**config.mk**
```make
export PLATFORM = sky130hd
export DESIGN_NAME = huffman_code_length_gen
export DESIGN_NICKNAME = d
export VERILOG_FILES = /design/src/rtl/huffman_pkg.sv /design/src/rtl/huffman_min2_select.sv /design/src/rtl/huffman_code_length_gen.sv
export SDC_FILE = /design/constraint.sdc
export NUM_CORES = 2
export LEC_CHECK = 0
export CORE_MARGIN = 2
export CORE_UTILIZATION = 55
export CTS_BUF_LIST = sky130_fd_sc_hd__clkbuf_16
export CTS_CLUSTER_SIZE = 12
export DETAILED_ROUTE_END_ITERATION = 12
export GPL_ROUTABILITY_DRIVEN = 0
export PLACE_DENSITY = 0.72
export SETUP_SLACK_MARGIN = 0.5
export SLEW_MARGIN = 40
export SYNTH_ARGS = -nofsm -noshare
export SYNTH_HDL_FRONTEND = slang
export SYNTH_SLANG_ARGS = --single-unit
```
**constraint.sdc**
```tcl
create_clock -name clk -period 90.8 [get_ports clk]
set_input_delay 18.16 -clock clk [delete_from_list [all_inputs] [get_ports clk]]
set_output_delay 18.16 -clock clk [all_outputs]
set_load 0.02 [all_outputs]
```
**src/rtl/huffman_pkg.sv**
```systemverilog
// Shared constants and state encoding for the Huffman code-length generator.
// Holds default sizing, the FSM state type and the weight-width derivation.
package huffman_pkg;

  localparam int DEF_SYMBOLS    = 16;
  localparam int DEF_FREQ_WIDTH = 5;
  localparam int DEF_LEN_WIDTH  = 5;

  typedef enum logic [2:0] {
    IDLE   = 3'd0,
    LOAD   = 3'd1,
    SELECT = 3'd2,
    MERGE  = 3'd3,
    FIXUP  = 3'd4,
    OUTPUT = 3'd5,
    DONE   = 3'd6
  } state_t;

  // Sum of all frequencies: at most SYMBOLS*(2^FREQ_WIDTH-1),
  // so log2(SYMBOLS) extra bits are always enough.
  function automatic int weight_width(
    input int fw,
    input int syms
  );
    return fw + $clog2(syms);
  endfunction

endpackage

```
**src/rtl/huffman_min2_select.sv**
```systemverilog
// Combinational two-minimum finder over a packed weight vector.
// Ports: weights/active in; idx_a (min), idx_b (next min), valid out.
module huffman_min2_select #(
  parameter int N  = 16,
  parameter int W  = 9,
  parameter int IW = $clog2(N)
) (
  input  logic [N*W-1:0] weights,
  input  logic [N-1:0]   active,
  output logic [IW-1:0]  idx_a,
  output logic [IW-1:0]  idx_b,
  output logic           valid
);

  logic         found_a;
  logic         found_b;
  logic [W-1:0] wa;
  logic [W-1:0] wb;
  logic [W-1:0] wi;

  // Strict less-than keeps the lowest index on ties.
  always_comb begin
    found_a = 1'b0;
    found_b = 1'b0;
    wa      = '0;
    wb      = '0;
    wi      = '0;
    idx_a   = '0;
    idx_b   = '0;
    for (int i = 0; i < N; i++) begin
      wi = weights[i*W +: W];
      if (active[i] && (!found_a || wi < wa)) begin
        found_a = 1'b1;
        wa      = wi;
        idx_a   = IW'(i);
      end
    end
    for (int i = 0; i < N; i++) begin
      wi = weights[i*W +: W];
      if (active[i] && IW'(i) != idx_a &&
          (!found_b || wi < wb)) begin
        found_b = 1'b1;
        wb      = wi;
        idx_b   = IW'(i);
      end
    end
    valid = found_a && found_b;
  end

endmodule

```
**src/rtl/huffman_code_length_gen.sv**
```systemverilog
// Streams in symbol frequencies, runs Huffman merges, streams out lengths.
// Ports: start/in_* load, out_* length stream, busy/done/len_overflow status.
module huffman_code_length_gen
  import huffman_pkg::*;
#(
  parameter int SYMBOLS      = DEF_SYMBOLS,
  parameter int FREQ_WIDTH   = DEF_FREQ_WIDTH,
  parameter int LEN_WIDTH    = DEF_LEN_WIDTH,
  parameter int SYM_WIDTH    = $clog2(SYMBOLS),
  parameter int WEIGHT_WIDTH = weight_width(FREQ_WIDTH, SYMBOLS)
) (
  input  logic                  clk,
  input  logic                  reset,
  input  logic                  start,
  input  logic                  in_valid,
  output logic                  in_ready,
  input  logic [FREQ_WIDTH-1:0] in_freq,
  output logic                  out_valid,
  input  logic                  out_ready,
  output logic [SYM_WIDTH-1:0]  out_sym,
  output logic [LEN_WIDTH-1:0]  out_len,
  output logic                  out_last,
  output logic                  busy,
  output logic                  done,
  output logic                  len_overflow
);

  localparam int CW = $clog2(SYMBOLS + 1);
  localparam logic [SYM_WIDTH-1:0] LAST =
    SYM_WIDTH'(SYMBOLS - 1);
  localparam logic [LEN_WIDTH-1:0] LEN_MAX = '1;

  state_t state;

  logic [WEIGHT_WIDTH-1:0] weight [SYMBOLS];
  logic [SYMBOLS-1:0]      active;
  logic [SYMBOLS-1:0]      used;
  logic [SYM_WIDTH-1:0]    set    [SYMBOLS];
  logic [LEN_WIDTH-1:0]    len    [SYMBOLS];

  logic [SYM_WIDTH-1:0]    cnt;
  logic [CW-1:0]           act_cnt;
  logic [SYM_WIDTH-1:0]    sel_a;
  logic [SYM_WIDTH-1:0]    sel_b;
  logic [WEIGHT_WIDTH-1:0] sum;

  logic [SYMBOLS*WEIGHT_WIDTH-1:0] weights_flat;
  logic [SYM_WIDTH-1:0]            pick_a;
  logic [SYM_WIDTH-1:0]            pick_b;
  logic                            pick_valid;

  logic                 nz;
  logic [CW-1:0]        act_next;
  logic [SYM_WIDTH-1:0] lo;
  logic [SYM_WIDTH-1:0] hi;
  logic [SYM_WIDTH-1:0] set_a;
  logic [SYM_WIDTH-1:0] set_b;

  always_comb begin
    weights_flat = '0;
    for (int j = 0; j < SYMBOLS; j++)
      weights_flat[j*WEIGHT_WIDTH +: WEIGHT_WIDTH] = weight[j];
  end

  huffman_min2_select #(
    .N  (SYMBOLS),
    .W  (WEIGHT_WIDTH),
    .IW (SYM_WIDTH)
  ) u_min2 (
    .weights (weights_flat),
    .active  (active),
    .idx_a   (pick_a),
    .idx_b   (pick_b),
    .valid   (pick_valid)
  );

  assign nz       = (in_freq != '0);
  assign act_next = act_cnt + CW'(nz);
  assign lo       = (sel_a < sel_b) ? sel_a : sel_b;
  assign hi       = (sel_a < sel_b) ? sel_b : sel_a;
  assign set_a    = set[sel_a];
  assign set_b    = set[sel_b];

  always_ff @(posedge clk or posedge reset) begin
    if (reset) begin
      state        <= IDLE;
      cnt          <= '0;
      act_cnt      <= '0;
      sel_a        <= '0;
      sel_b        <= '0;
      sum          <= '0;
      len_overflow <= 1'b0;
      active       <= '0;
      used         <= '0;
      for (int j = 0; j < SYMBOLS; j++) begin
        weight[j] <= '0;
        set[j]    <= '0;
        len[j]    <= '0;
      end
    end else begin
      unique case (state)
        IDLE: begin
          if (start) begin
            state        <= LOAD;
            cnt          <= '0;
            act_cnt      <= '0;
            len_overflow <= 1'b0;
          end
        end
        LOAD: begin
          if (in_valid) begin
            weight[cnt] <= WEIGHT_WIDTH'(in_freq);
            active[cnt] <= nz;
            used[cnt]   <= nz;
            set[cnt]    <= cnt;
            len[cnt]    <= '0;
            act_cnt     <= act_next;
            cnt         <= cnt + 1'b1;
            if (cnt == LAST) begin
              cnt <= '0;
              if (act_next == '0)
                state <= OUTPUT;
              else if (act_next == CW'(1))
                state <= FIXUP;
              else
                state <= SELECT;
            end
          end
        end
        SELECT: begin
          if (pick_valid) begin
            sel_a <= pick_a;
            sel_b <= pick_b;
            sum   <= weight[pick_a] + weight[pick_b];
            state <= MERGE;
          end else begin
            state <= OUTPUT;
          end
        end
        MERGE: begin
          // Every leaf under either subtree gets one level deeper.
          for (int j = 0; j < SYMBOLS; j++) begin
            if (used[j] && (set[j] == set_a ||
                            set[j] == set_b)) begin
              if (len[j] == LEN_MAX)
                len_overflow <= 1'b1;
              else
                len[j] <= len[j] + 1'b1;
            end
            if (set[j] == set_b)
              set[j] <= set_a;
          end
          weight[lo] <= sum;
          active[hi] <= 1'b0;
          act_cnt    <= act_cnt - 1'b1;
          if (act_cnt == CW'(2))
            state <= OUTPUT;
          else
            state <= SELECT;
        end
        FIXUP: begin
          for (int j = 0; j < SYMBOLS; j++)
            if (active[j])
              len[j] <= LEN_WIDTH'(1);
          state <= OUTPUT;
        end
        OUTPUT: begin
          if (out_ready) begin
            if (cnt == LAST) begin
              cnt   <= '0;
              state <= DONE;
            end else begin
              cnt <= cnt + 1'b1;
            end
          end
        end
        DONE: begin
          state <= IDLE;
        end
        default: begin
          state <= IDLE;
        end
      endcase
    end
  end

  assign busy      = (state != IDLE);
  assign in_ready  = (state == LOAD);
  assign out_valid = (state == OUTPUT);
  assign done      = (state == DONE);
  assign out_sym   = out_valid ? cnt : '0;
  assign out_len   = out_valid ? len[cnt] : '0;
  assign out_last  = out_valid && (cnt == LAST);

endmodule

```
==> metrics.txt <==
outcome finished clean; final std cell area, no fill 0.0356 sq mm; slowest stage cell on the critical path sky130_fd_sc_hd__a31oi_1; fraction of final layout cells with drive strength greater than 1 8.30%; total nets after synthesis about 4400; Synthesis Warnings 0; total routing resource utilization after global routing about two fifths; worst skew pair latency about 0.59 ns; Yosys top cell area share between 20% and 30%; Critical Path End Type flop; initial antenna violation count 1; width of the die between 200 and 300 um; instance area at placement around 0.034 sq mm; setup bufs post-CTS 0; Top-Level Pins 25; detailed-routing iteration count for the pre-antenna-repair pass 9; num rows 90; worst min path class reg -> reg; cell type with the highest occurrence count on the critical path sky130_fd_sc_hd__a21oi_1; number of setup violations in the final report 0; Die Area approximately 0.063 sq mm; library cell used as clock root buffer sky130_fd_sc_hd__clkbuf_16; measured slew at the worst slew-check pin between 0.9 and 1 ns; Sinks on Clock Net 350; DR WL/cell 26.8 um; largest fanout of any net on the critical path between 50 and 60; number of H-tree levels 2; number of maximum-capacitance constraint violations 0; remaining antenna violation count 0; hold-critical path depth 2; number of distinct library cells after synthesis 120; post-DP HPWL 94600 um; Mapped Avg Cell Area between 8 and 9 sq um; Initial Utilization between 50% and 60%; Vias between 30000 and 40000; maximum clock path buffer count 3; top achievable clock speed 13.8 MHz; final number of max-transition violations 0; worst slew slack as a fraction of its limit around two fifths; top flip-flop cell by instance count after synthesis sky130_fd_sc_hd__dfrtp_1; portion of the clock cycle consumed by the worst path in the final layout around four fifths; maximum single-stage delay on the critical path 0.67 ns; Mapped Area between 0.03 and 0.04 sq mm; Yosys reg bits 350; TritonCTS clock tree done; clock-pin slew on the worst setup and hold paths ~0.060 ns; RSZ-0062 raised after global routing false; Synth Instances around 4100; hold violation count in the final report 0; critical path data arrival time 73.13 ns; first-pass GRT wire length ~190000 um; cell taking the most area after synthesis sky130_fd_sc_hd__dfrtp_1; final critical delay including setup and external delays roughly 73 ns; area of the core region 0.0604 sq mm; portion of the post-synthesis area used by sequential elements between 20% and 30%; vias per std cell ~7; via count of the first global-routing pass about 31000; Initial DRC Count 5210; top cells by area, synth sky130_fd_sc_hd__dfrtp_1 (26%), sky130_fd_sc_hd__ha_1 (10%), sky130_fd_sc_hd__o21ai_0 (6.0%); Post-CTS Resized 0; count of port buffers added during placement 24; worst-case reg-to-reg path depth approximately 330; Worst Setup Start Kind flop; Post-CTS Hold Fix Bufs 0; Area Growth Syn to Fin 5.90%; WS Path Type reg -> reg; Total Negative Setup Slacks 0 ns; overall routed net length about 130000 um; share of synthesized registers carrying an async set or reset 100%; total gr overflow 0; Nets about 4300; DIE HEIGHT about 250 um; Max Clock Skew 0.0352 ns; required time at the endpoint of the critical path approximately 91 ns; remaining design rule violation count 0; number of enable flip-flop cells after synthesis 0; largest net degree at the start of global routing 79; TritonCTS buffer count 39
per-layer routing:
metal / part of all wire (%) / GRT usage (%) / wire, um
met2: 39 / 56.0 / 50900
met4: 6.4 / 20.8 / 8220
met5: 0 / 0 / 0
met1: 39 / 54.5 / 49900
met3: 15 / 15.0 / 19900
flip-flops by register name, indices dropped and copies added (netlist names):
register	cells
act_cnt	5
active	16
cnt	4
len	80
len_overflow	1
sel_a	4
sel_b	4
set	64
state	3
sum	9
used	16
weight	144
final timing paths:
check,start,end,slack (ns)
max,active[0],sum[8],18.14
min,sum[8],sum[8],0.50
max reg2reg,active[0],sum[8],18.14
min reg2reg,sum[8],sum[8],0.50
max in group asynchronous,reset,sel_a[1],71.03
min in group asynchronous,reset,weight[99],18.01
worst max-delay path, delay by kind of cell (launching register included):
kind            cells  cell delay (ns)
xor+xnor            1             0.15
buf+inv            25             2.70
mux                11             3.97
flops               1             0.32
simple gates      102            18.89
fa+ha+maj          33             9.88
compound gates    160            36.46
area by class of cell:
| cell class | count | area (sq um) |
|---|---|---|
| fill | 5411 | 24800 |
| multi-input combinational | 3314 | 23200 |
| sequential | 350 | 8760 |
| tap | 782 | 978 |
| clock buffer | 39 | 976 |
| inverter | 234 | 886 |
| timing repair buffer | 64 | 568 |
| clock inverter | 25 | 165 |
| antenna | 2 | 5.00 |
cells in the final DEF (no fill, tap or decap), types with 68 or more instances in the layout:
| cell type | instances |
|---|---|
| sky130_fd_sc_hd__nand2_1 | 474 |
| sky130_fd_sc_hd__o21ai_0 | 405 |
| sky130_fd_sc_hd__a22o_1 | 71 |
| sky130_fd_sc_hd__a21oi_1 | 305 |
| sky130_fd_sc_hd__inv_1 | 235 |
| sky130_fd_sc_hd__xnor2_1 | 134 |
| sky130_fd_sc_hd__nor2_1 | 295 |
| sky130_fd_sc_hd__dfrtp_1 | 348 |
| sky130_fd_sc_hd__o221ai_1 | 69 |
| sky130_fd_sc_hd__nor3_1 | 69 |
| sky130_fd_sc_hd__mux2i_1 | 80 |
| sky130_fd_sc_hd__a21o_1 | 68 |
| sky130_fd_sc_hd__nand3_1 | 83 |
| sky130_fd_sc_hd__ha_1 | 277 |
cell families after synthesis:
| family | after synthesis | share of synthesized area [%] |
|---|---|---|
| AO/OA/AOI/OAI | 1427 | 28.2 |
| XOR/XNOR | 139 | 3.62 |
| adder cells (fa/ha/maj) | 280 | 10.4 |
| AND/OR/NAND/NOR | 1254 | 17.2 |
| multiplexers | 214 | 9.09 |
| flip-flops | 350 | 26.1 |
| buffers and inverters | 461 | 5.35 |
cells in the mapped netlist, drive strengths merged, types with 9 or more instances:
cell and instances:
inv 232, nand4 65, and3 40, o22ai 45, a21boi 38, a31oi 42
o22a 43, a211o 10, and4 14, mux2 67, o211ai 55, o21a 53
buf 34, mux4 65, a21o 68, nor3 72, mux2i 82, nand2 490
o221ai 70, a211oi 57, o21ai 429, or3 17, a21oi 314, a221oi 19
nor2b 64, dfrtp 350, xnor2 134, nor2 303, nand3 85, clkbuf 193
a22oi 9, o31ai 11, or2 18, a22o 71, ha 277, and2 17
nand2b 38, o21bai 13
per-stage QoR:
stage	hold slack, ns	std cells	setup slack [ns]	util, %
final	0.500	4810	18.14	58.9
after global routing	0.531	4809	11.96	58.9
after CTS	0.500	4808	19.27	58.9
after detailed placement	0.486	4744	19.51	57.0
after global placement	0.461	4743	20.51	56.8
after floorplan	0.446	4125	27.42	-
Power is left out: the tool's default activity adds up to more than one toggle a clock period on the data nets, which glitch-free logic cannot reach.
